`src/rtl/addc_capture_ctrl.sv`:
```
// ADC capture controller: decimated sample capture into a FIFO with an Avalon-MM
// register interface (CTRL/STATUS, DECIM, COUNT, DATA) and a capture-complete irq.
module addc_capture_ctrl #(
  parameter int unsigned FIFO_DEPTH = 16,
  parameter int unsigned DATA_W     = 14
) (
  input  logic              clk,
  input  logic              reset,
  input  logic [1:0]        avs_s0_address,
  input  logic              avs_s0_read,
  input  logic              avs_s0_write,
  input  logic [31:0]       avs_s0_writedata,
  output logic [31:0]       avs_s0_readdata,
  input  logic [DATA_W-1:0] addc_hsmc,
  output logic              irq
);

  localparam int unsigned PTR_W = $clog2(FIFO_DEPTH);
  localparam int unsigned LVL_W = PTR_W + 1;
  localparam int unsigned PAD_W = 31 - DATA_W;

  typedef enum logic [1:0] {
    ST_IDLE,
    ST_CAPTURE,
    ST_DONE
  } state_t;

  state_t            state;
  state_t            state_next;
  logic [DATA_W-1:0] sample;
  logic [15:0]       decim;
  logic [15:0]       count;
  logic [15:0]       divider;
  logic [15:0]       remaining;
  logic              overflow;
  logic [DATA_W-1:0] mem [FIFO_DEPTH];
  logic [PTR_W-1:0]  wr_ptr;
  logic [PTR_W-1:0]  rd_ptr;
  logic [LVL_W-1:0]  level;

  logic ctrl_wr_c;
  logic start_c;
  logic abort_c;
  logic flush_c;
  logic clr_ovf_c;
  logic empty_c;
  logic full_c;
  logic tick_c;
  logic pop_c;
  logic push_c;
  logic drop_c;
  logic unused_wdata;

  assign unused_wdata = ^avs_s0_writedata[31:16];

  // Command decode; abort suppresses the sample tick so the FIFO is left untouched
  assign ctrl_wr_c = avs_s0_write && (avs_s0_address == 2'd0);
  assign abort_c   = ctrl_wr_c && avs_s0_writedata[1];
  assign start_c   = ctrl_wr_c && avs_s0_writedata[0] && !avs_s0_writedata[1] &&
                     (count != 16'd0) && (state != ST_CAPTURE);
  assign flush_c   = ctrl_wr_c && avs_s0_writedata[2];
  assign clr_ovf_c = ctrl_wr_c && avs_s0_writedata[3];
  assign empty_c   = (level == LVL_W'(0));
  assign full_c    = (level == LVL_W'(FIFO_DEPTH));
  assign tick_c    = (state == ST_CAPTURE) && (divider == decim) && !abort_c;
  assign pop_c     = avs_s0_read && (avs_s0_address == 2'd3) && !empty_c;
  assign push_c    = tick_c && !flush_c && (!full_c || pop_c);
  assign drop_c    = tick_c && !flush_c && full_c && !pop_c;

  always_ff @(posedge clk) begin
    if (reset) begin
      state <= ST_IDLE;
      irq   <= 1'b0;
    end else begin
      state <= state_next;
      irq   <= (state_next == ST_DONE);
    end
  end

  always_comb begin
    state_next = state;
    if (abort_c) begin
      state_next = ST_IDLE;
    end else if (start_c) begin
      state_next = ST_CAPTURE;
    end else if (tick_c && (remaining == 16'd1)) begin
      state_next = ST_DONE;
    end
  end

  // Input register, divider, sample counter, config registers and overflow flag
  always_ff @(posedge clk) begin
    if (reset) begin
      sample    <= '0;
      decim     <= '0;
      count     <= '0;
      divider   <= '0;
      remaining <= '0;
      overflow  <= 1'b0;
    end else begin
      sample <= addc_hsmc;
      if (start_c) begin
        divider   <= '0;
        remaining <= count;
      end else if (state == ST_CAPTURE) begin
        if (tick_c) begin
          divider   <= '0;
          remaining <= remaining - 16'd1;
        end else begin
          divider <= divider + 16'd1;
        end
      end
      if (avs_s0_write && (state != ST_CAPTURE)) begin
        if (avs_s0_address == 2'd1) decim <= avs_s0_writedata[15:0];
        if (avs_s0_address == 2'd2) count <= avs_s0_writedata[15:0];
      end
      if (clr_ovf_c) overflow <= 1'b0;
      if (drop_c)    overflow <= 1'b1;
    end
  end

  // FIFO pointers and fill level; flush wins over any same-cycle push or pop
  always_ff @(posedge clk) begin
    if (reset) begin
      wr_ptr <= '0;
      rd_ptr <= '0;
      level  <= '0;
    end else if (flush_c) begin
      wr_ptr <= '0;
      rd_ptr <= '0;
      level  <= '0;
    end else begin
      if (push_c) wr_ptr <= wr_ptr + PTR_W'(1);
      if (pop_c)  rd_ptr <= rd_ptr + PTR_W'(1);
      if (push_c && !pop_c) begin
        level <= level + LVL_W'(1);
      end else if (pop_c && !push_c) begin
        level <= level - LVL_W'(1);
      end
    end
  end

  always_ff @(posedge clk) begin
    if (push_c) mem[wr_ptr] <= sample;
  end

  always_comb begin
    avs_s0_readdata = '0;
    if (avs_s0_read) begin
      case (avs_s0_address)
        2'd0: avs_s0_readdata = {17'b0, 7'(level), 3'b0, full_c, empty_c, overflow,
                                 (state == ST_DONE), (state == ST_CAPTURE)};
        2'd1: avs_s0_readdata = {16'b0, decim};
        2'd2: avs_s0_readdata = {16'b0, count};
        2'd3: if (!empty_c) avs_s0_readdata = {1'b1, {PAD_W{1'b0}}, mem[rd_ptr]};
      endcase
    end
  end

endmodule

```
`config.mk`:
```
export PLATFORM = sky130hd
export DESIGN_NAME = addc_capture_ctrl
export DESIGN_NICKNAME = d
export VERILOG_FILES = /design/src/rtl/addc_capture_ctrl.sv
export SDC_FILE = /design/constraint.sdc
export NUM_CORES = 1
export LEC_CHECK = 0
export BUFFER_PORTS_ARGS = -buffer_cell sky130_fd_sc_hd__buf_2
export CORE_AREA = 2 2 224 160
export CTS_CLUSTER_DIAMETER = 40
export DETAILED_ROUTE_END_ITERATION = 12
export DIE_AREA = 0 0 226 162
export GPL_TIMING_DRIVEN = 0
export PLACE_DENSITY = 0.68
export SKIP_CTS_REPAIR_TIMING = 1
export SYNTH_ARGS = -nofsm -noshare
export SYNTH_HDL_FRONTEND = slang
export SYNTH_SLANG_ARGS = --single-unit
```
`constraint.sdc`:
```
create_clock -name clk -period 4.6 [get_ports clk]
set_input_delay 0 -clock clk [delete_from_list [all_inputs] [get_ports clk]]
set_output_delay 0 -clock clk [all_outputs]
set_load 0.05 [all_outputs]
```
==> results by stage <==
Floorplanning:
- The floorplan die width is 226 um.
- The floorplan row count is 57.
- The I/O pin total is 85.
- The core region is 34300 um2.
- The die outline height is approximately 160 um.
- The area of the die is roughly 37000 um2.
- The initial utilization of the core area, before any placement, comes to around 40%.

Logic synthesis:
- The number of flops mapped to enable cells by yosys is between 200 and 250.
- The count of mapped cells out of synthesis is 949.
- For this run, the number of Yosys warnings is 0.
- After synthesis, the netlist uses 68 different library cells.
- Summing the areas of all xor and xnor instances in the mapped netlist gives 2.57% of the synthesized area.
- After synthesis, the share of cell area in mux cells is about an eighth.
- The total standard cell area after synthesis is roughly 14000 um2.
- By area, the combinational part of the netlist is dominated by multiplexers.
- The synthesized netlist devotes 6.07% of its cell area to compound gates.
- Summing the areas of all and, or, nand and nor instances in the mapped netlist gives between 10% and 20% of the synthesized area.
- For this run, asynchronously set or reset flops after synthesis account for 0%.
- After synthesis, the mean cell area works out to roughly 14 um2.
- For this run, the leading register cell type out of synthesis is sky130_fd_sc_hd__edfxtp_1.
- The sequential fraction of the synthesis area is between 60% and 70%.
- Summing the areas of all fa, ha and maj instances in the mapped netlist gives under 10% of the synthesized area.
- The flip-flop and latch count after synthesis is between 300 and 400.

Finish:
- The post-route cell area is 16100 um2.
- The post-layout instance count excluding filler cells is 1586.
- Compared with the post-synthesis result, the final layout area differs by 18.0%.
- Cells with a size suffix above 1 make up about a fifth of the layout.
- Leaving out fill and tap cells, the most frequent cell in the layout is sky130_fd_sc_hd__edfxtp_1.
- At the end of the flow, the number of nets in the layout was approximately 1200.
- The fill cell total of the finished layout is 3000.
- The repair_antennas step left the layout with diodes totalling 0.
- The top cell types in the final layout, fill and taps aside, are 224 x sky130_fd_sc_hd__edfxtp_1, 99 x sky130_fd_sc_hd__dfxtp_1, 95 x sky130_fd_sc_hd__nand2_1.

Placement:
- At the end of routability-driven placement, the weighted congestion stood at around 0.93.
- Detailed placement ended at an HPWL of 23500 um.
- Including well taps, the total number of placed cells is 1487.
- The post-placement cell area is between 10000 and 15000 um2.
- Port buffering added between 50 and 60 buffers.

CTS:
- The library cell used as clock root buffer is sky130_fd_sc_hd__clkbuf_16.
- The clock latency on the worst-skew pair is 550 ps.
- The H-tree depth is 2.
- The worst-case clock buffer depth is 3.
- Counting the buffers created by CTS gives 38.
- The clock slew seen by the registers of the worst setup and hold paths is about 60 ps.
- TritonCTS built the clock tree.
- The number of sinks driven by the clock tree is ~320.

Drt:
- In the routed design, unresolved DRC markers number 0.
- The average wire length per cell after detail routing is ~22 um.
- For this run, the detailed router's first-pass iteration total came to 6.
- The detail route stage leaves a number of antenna-violating nets equal to 0.
- The routed layout has roughly 8800 vias.
- The detailed router finished its first iteration with 1098 violations.
- The detail-routed via count per cell is 5.57.
- For this block, the routed nets add up to between 30000 and 40000 um of wire.

Critical path:
- For flop-to-flop paths, the worst setup slack is 760 ps.
- The largest fanout on the critical path is 10.
- The highest-delay cell along the critical path is sky130_fd_sc_hd__nor3_2.
- The cell repeated most along the worst path is sky130_fd_sc_hd__a21oi_1.
- The capture instance of the worst register-to-register path is level[4].
- The worst setup path is launched from a flip-flop.
- The worst register-to-register path begins at divider[9].
- The worst setup path is captured at a flip-flop.
- The critical path goes through xor2_1, nor3_2, nand4_1, and4bb_2, buf_2, ha_1, inv_1, fa_1, a21o_1, a21oi_1, xnor2_1, or3_1, a21oi_1.
- The setup path with the least slack is of type flip-flop to flip-flop.
- The dominant delay contributor by cell family on the critical path is simple AND/OR/NAND/NOR gates.
- The biggest cell delay along the critical path is approximately 750 ps.
- Counting both buffers and inverters, the worst setup path holds a total of 2.
- For the worst flop-to-flop path, the logic depth is 13.
- The critical path data required time is a little over 5000 ps.
- At the worst endpoint, the arrival time is approximately 4300 ps.

Power and ir drop:
- VDD sags by at most a little under 0.2 mV.
- The total power per unit cell area is slightly above 400 nW/um2.
- For this design the static power due to leakage is between 0.005 and 0.006 uW.

Timing:
- The setup violation total in the final timing report is 0.
- The final setup skew is between 20 and 25 ps.
- In the finished design, the share of the clock period the worst path needs comes to a little over four fifths.
- After layout, the minimum clock period comes to about 3800 ps.
- At the pin with the least slew margin, the transition time is 1220 ps.
- The number of failing hold endpoints at the final stage is 0.
- Setup repair after global routing left no endpoint under its margin.
- Timing would allow up to 0.261 GHz.
- The worst slew margin relative to its limit is roughly 18%.
- Adding up every negative setup slack in the final design gives 0 ps.
- Hold is met by around 12 ps.
- The number of pins with negative max-slew slack in the final report is 0.

Worst hold path:
- The min-delay analysis places its worst path in the category input pin to flip-flop.
- The start point of the worst min-delay path is avs_s0_address[1].
- The destination of the worst hold path is decim[0].
- The cell depth of the worst hold path is 4.

GRT:
- The first global-routing pass estimated 52600 um of wire.
- Global routing used between 10% and 20% of the available tracks.
- The number of global-route vias before repair is approximately 8400.
- Entering global routing, the biggest net connects 17 pins.
- The total overflow left after global routing is 0.
- The number of antenna violations at the first check in global routing was 0.

Run:
- Max-cap violations in this run came to 0.

Outcome:
- The run finished with clean final reports.
==> synth_stat cells (10+ instances only) <==
master	instances	area (um2)
sky130_fd_sc_hd__edfxtp_1	224	6730
sky130_fd_sc_hd__dfxtp_1	99	1980
sky130_fd_sc_hd__nand2_1	95	357
sky130_fd_sc_hd__mux4_2	70	1580
sky130_fd_sc_hd__nor2_1	55	206
sky130_fd_sc_hd__a21oi_1	45	225
sky130_fd_sc_hd__clkbuf_1	33	124
sky130_fd_sc_hd__xor2_1	28	245
sky130_fd_sc_hd__nand3_1	23	115
sky130_fd_sc_hd__nand4_1	20	125
sky130_fd_sc_hd__nor2b_1	17	106
sky130_fd_sc_hd__buf_4	15	113
sky130_fd_sc_hd__buf_2	14	70.1
sky130_fd_sc_hd__o21ai_0	14	70.1
sky130_fd_sc_hd__inv_1	13	48.8
sky130_fd_sc_hd__ha_1	12	150
sky130_fd_sc_hd__nor3_1	12	60.1
sky130_fd_sc_hd__xnor2_1	12	105
sky130_fd_sc_hd__nor4_1	10	62.6
==> worst register-to-register path, cell delays in order (launching register included) <==
cell	delay [ps]
sky130_fd_sc_hd__dfxtp_1	410
sky130_fd_sc_hd__xor2_1	140
sky130_fd_sc_hd__nor3_2	750
sky130_fd_sc_hd__nand4_1	140
sky130_fd_sc_hd__and4bb_2	430
sky130_fd_sc_hd__buf_2	230
sky130_fd_sc_hd__ha_1	210
sky130_fd_sc_hd__inv_1	110
sky130_fd_sc_hd__fa_1	410
sky130_fd_sc_hd__a21o_1	170
sky130_fd_sc_hd__a21oi_1	190
sky130_fd_sc_hd__xnor2_1	90
sky130_fd_sc_hd__or3_1	320
sky130_fd_sc_hd__a21oi_1	160
==> through the flow <==
stage | setup slack [ps] | total power, uW | utilization (%)
3_3_place_gp | 985 | 3530 | 42.4
5_1_grt | 475 | 6700 | 47.0
3_5_place_dp | 883 | 3530 | 42.4
6_report | 765 | 6520 | 47.0
4_1_cts | 861 | 6530 | 46.1
2_1_floorplan | 821 | 3420 | -
==> layer usage <==
| metal | GRT usage [%] | share of wire (%) |
|---|---|---|
| met3 | 4.72 | 8.9 |
| met4 | 4.94 | 2.0 |
| met5 | 0 | 0 |
| met1 | 29.5 | 47 |
| met2 | 27.6 | 42 |
==> layout make-up <==
type                       count  area, um2  area share, %
sequential                   323       8710           54.0
multi-input combinational    560       4600           28.6
clock buffer                  52       1040           6.47
tap                          472        591           3.66
timing repair buffer          82        561           3.48
buffer                        66        344           2.13
clock inverter                17        216           1.34
inverter                      14       52.6          0.326
==> state kept, by name, summed over array words and instances, names as in the netlist, named ones only <==
| register | cells |
|---|---|
| mem | 224 |
| level | 5 |
| count | 16 |
| state | 2 |
| sample | 14 |
| irq | 1 |
| overflow | 1 |
| wr_ptr | 4 |
| remaining | 16 |
| divider | 16 |
| rd_ptr | 4 |
| decim | 16 |
==> worst max path at each step <==
stage,start,endpoint,slack [ps],cells past startpoint
floorplan,level[0],level[4],820,11
global placement,decim[7],level[4],980,13
detailed placement,divider[0],level[4],880,13
CTS,decim[7],level[4],860,13
global route,decim[7],level[4],470,13
finish,divider[9],level[4],760,13
==> power by group <==
group | total, uW | internal [uW] | switching (uW) | leakage [uW]
Clock | 3020 | 1790 | 1230 | 0.000614
Sequential | 3170 | 3120 | 46.7 | 0.00301
Combinational | 329 | 111 | 219 | 0.00205
Total | 6520 | 5020 | 1490 | 0.00567
==> logic make-up after synthesis <==
kind of cell    after synthesis
flops                       323
simple gates                293
compound gates              125
buf+inv                      80
mux                          74
xor+xnor                     40
fa+ha+maj                    13
other cells                   1
Note: power is estimated with default switching activity, not from simulation.
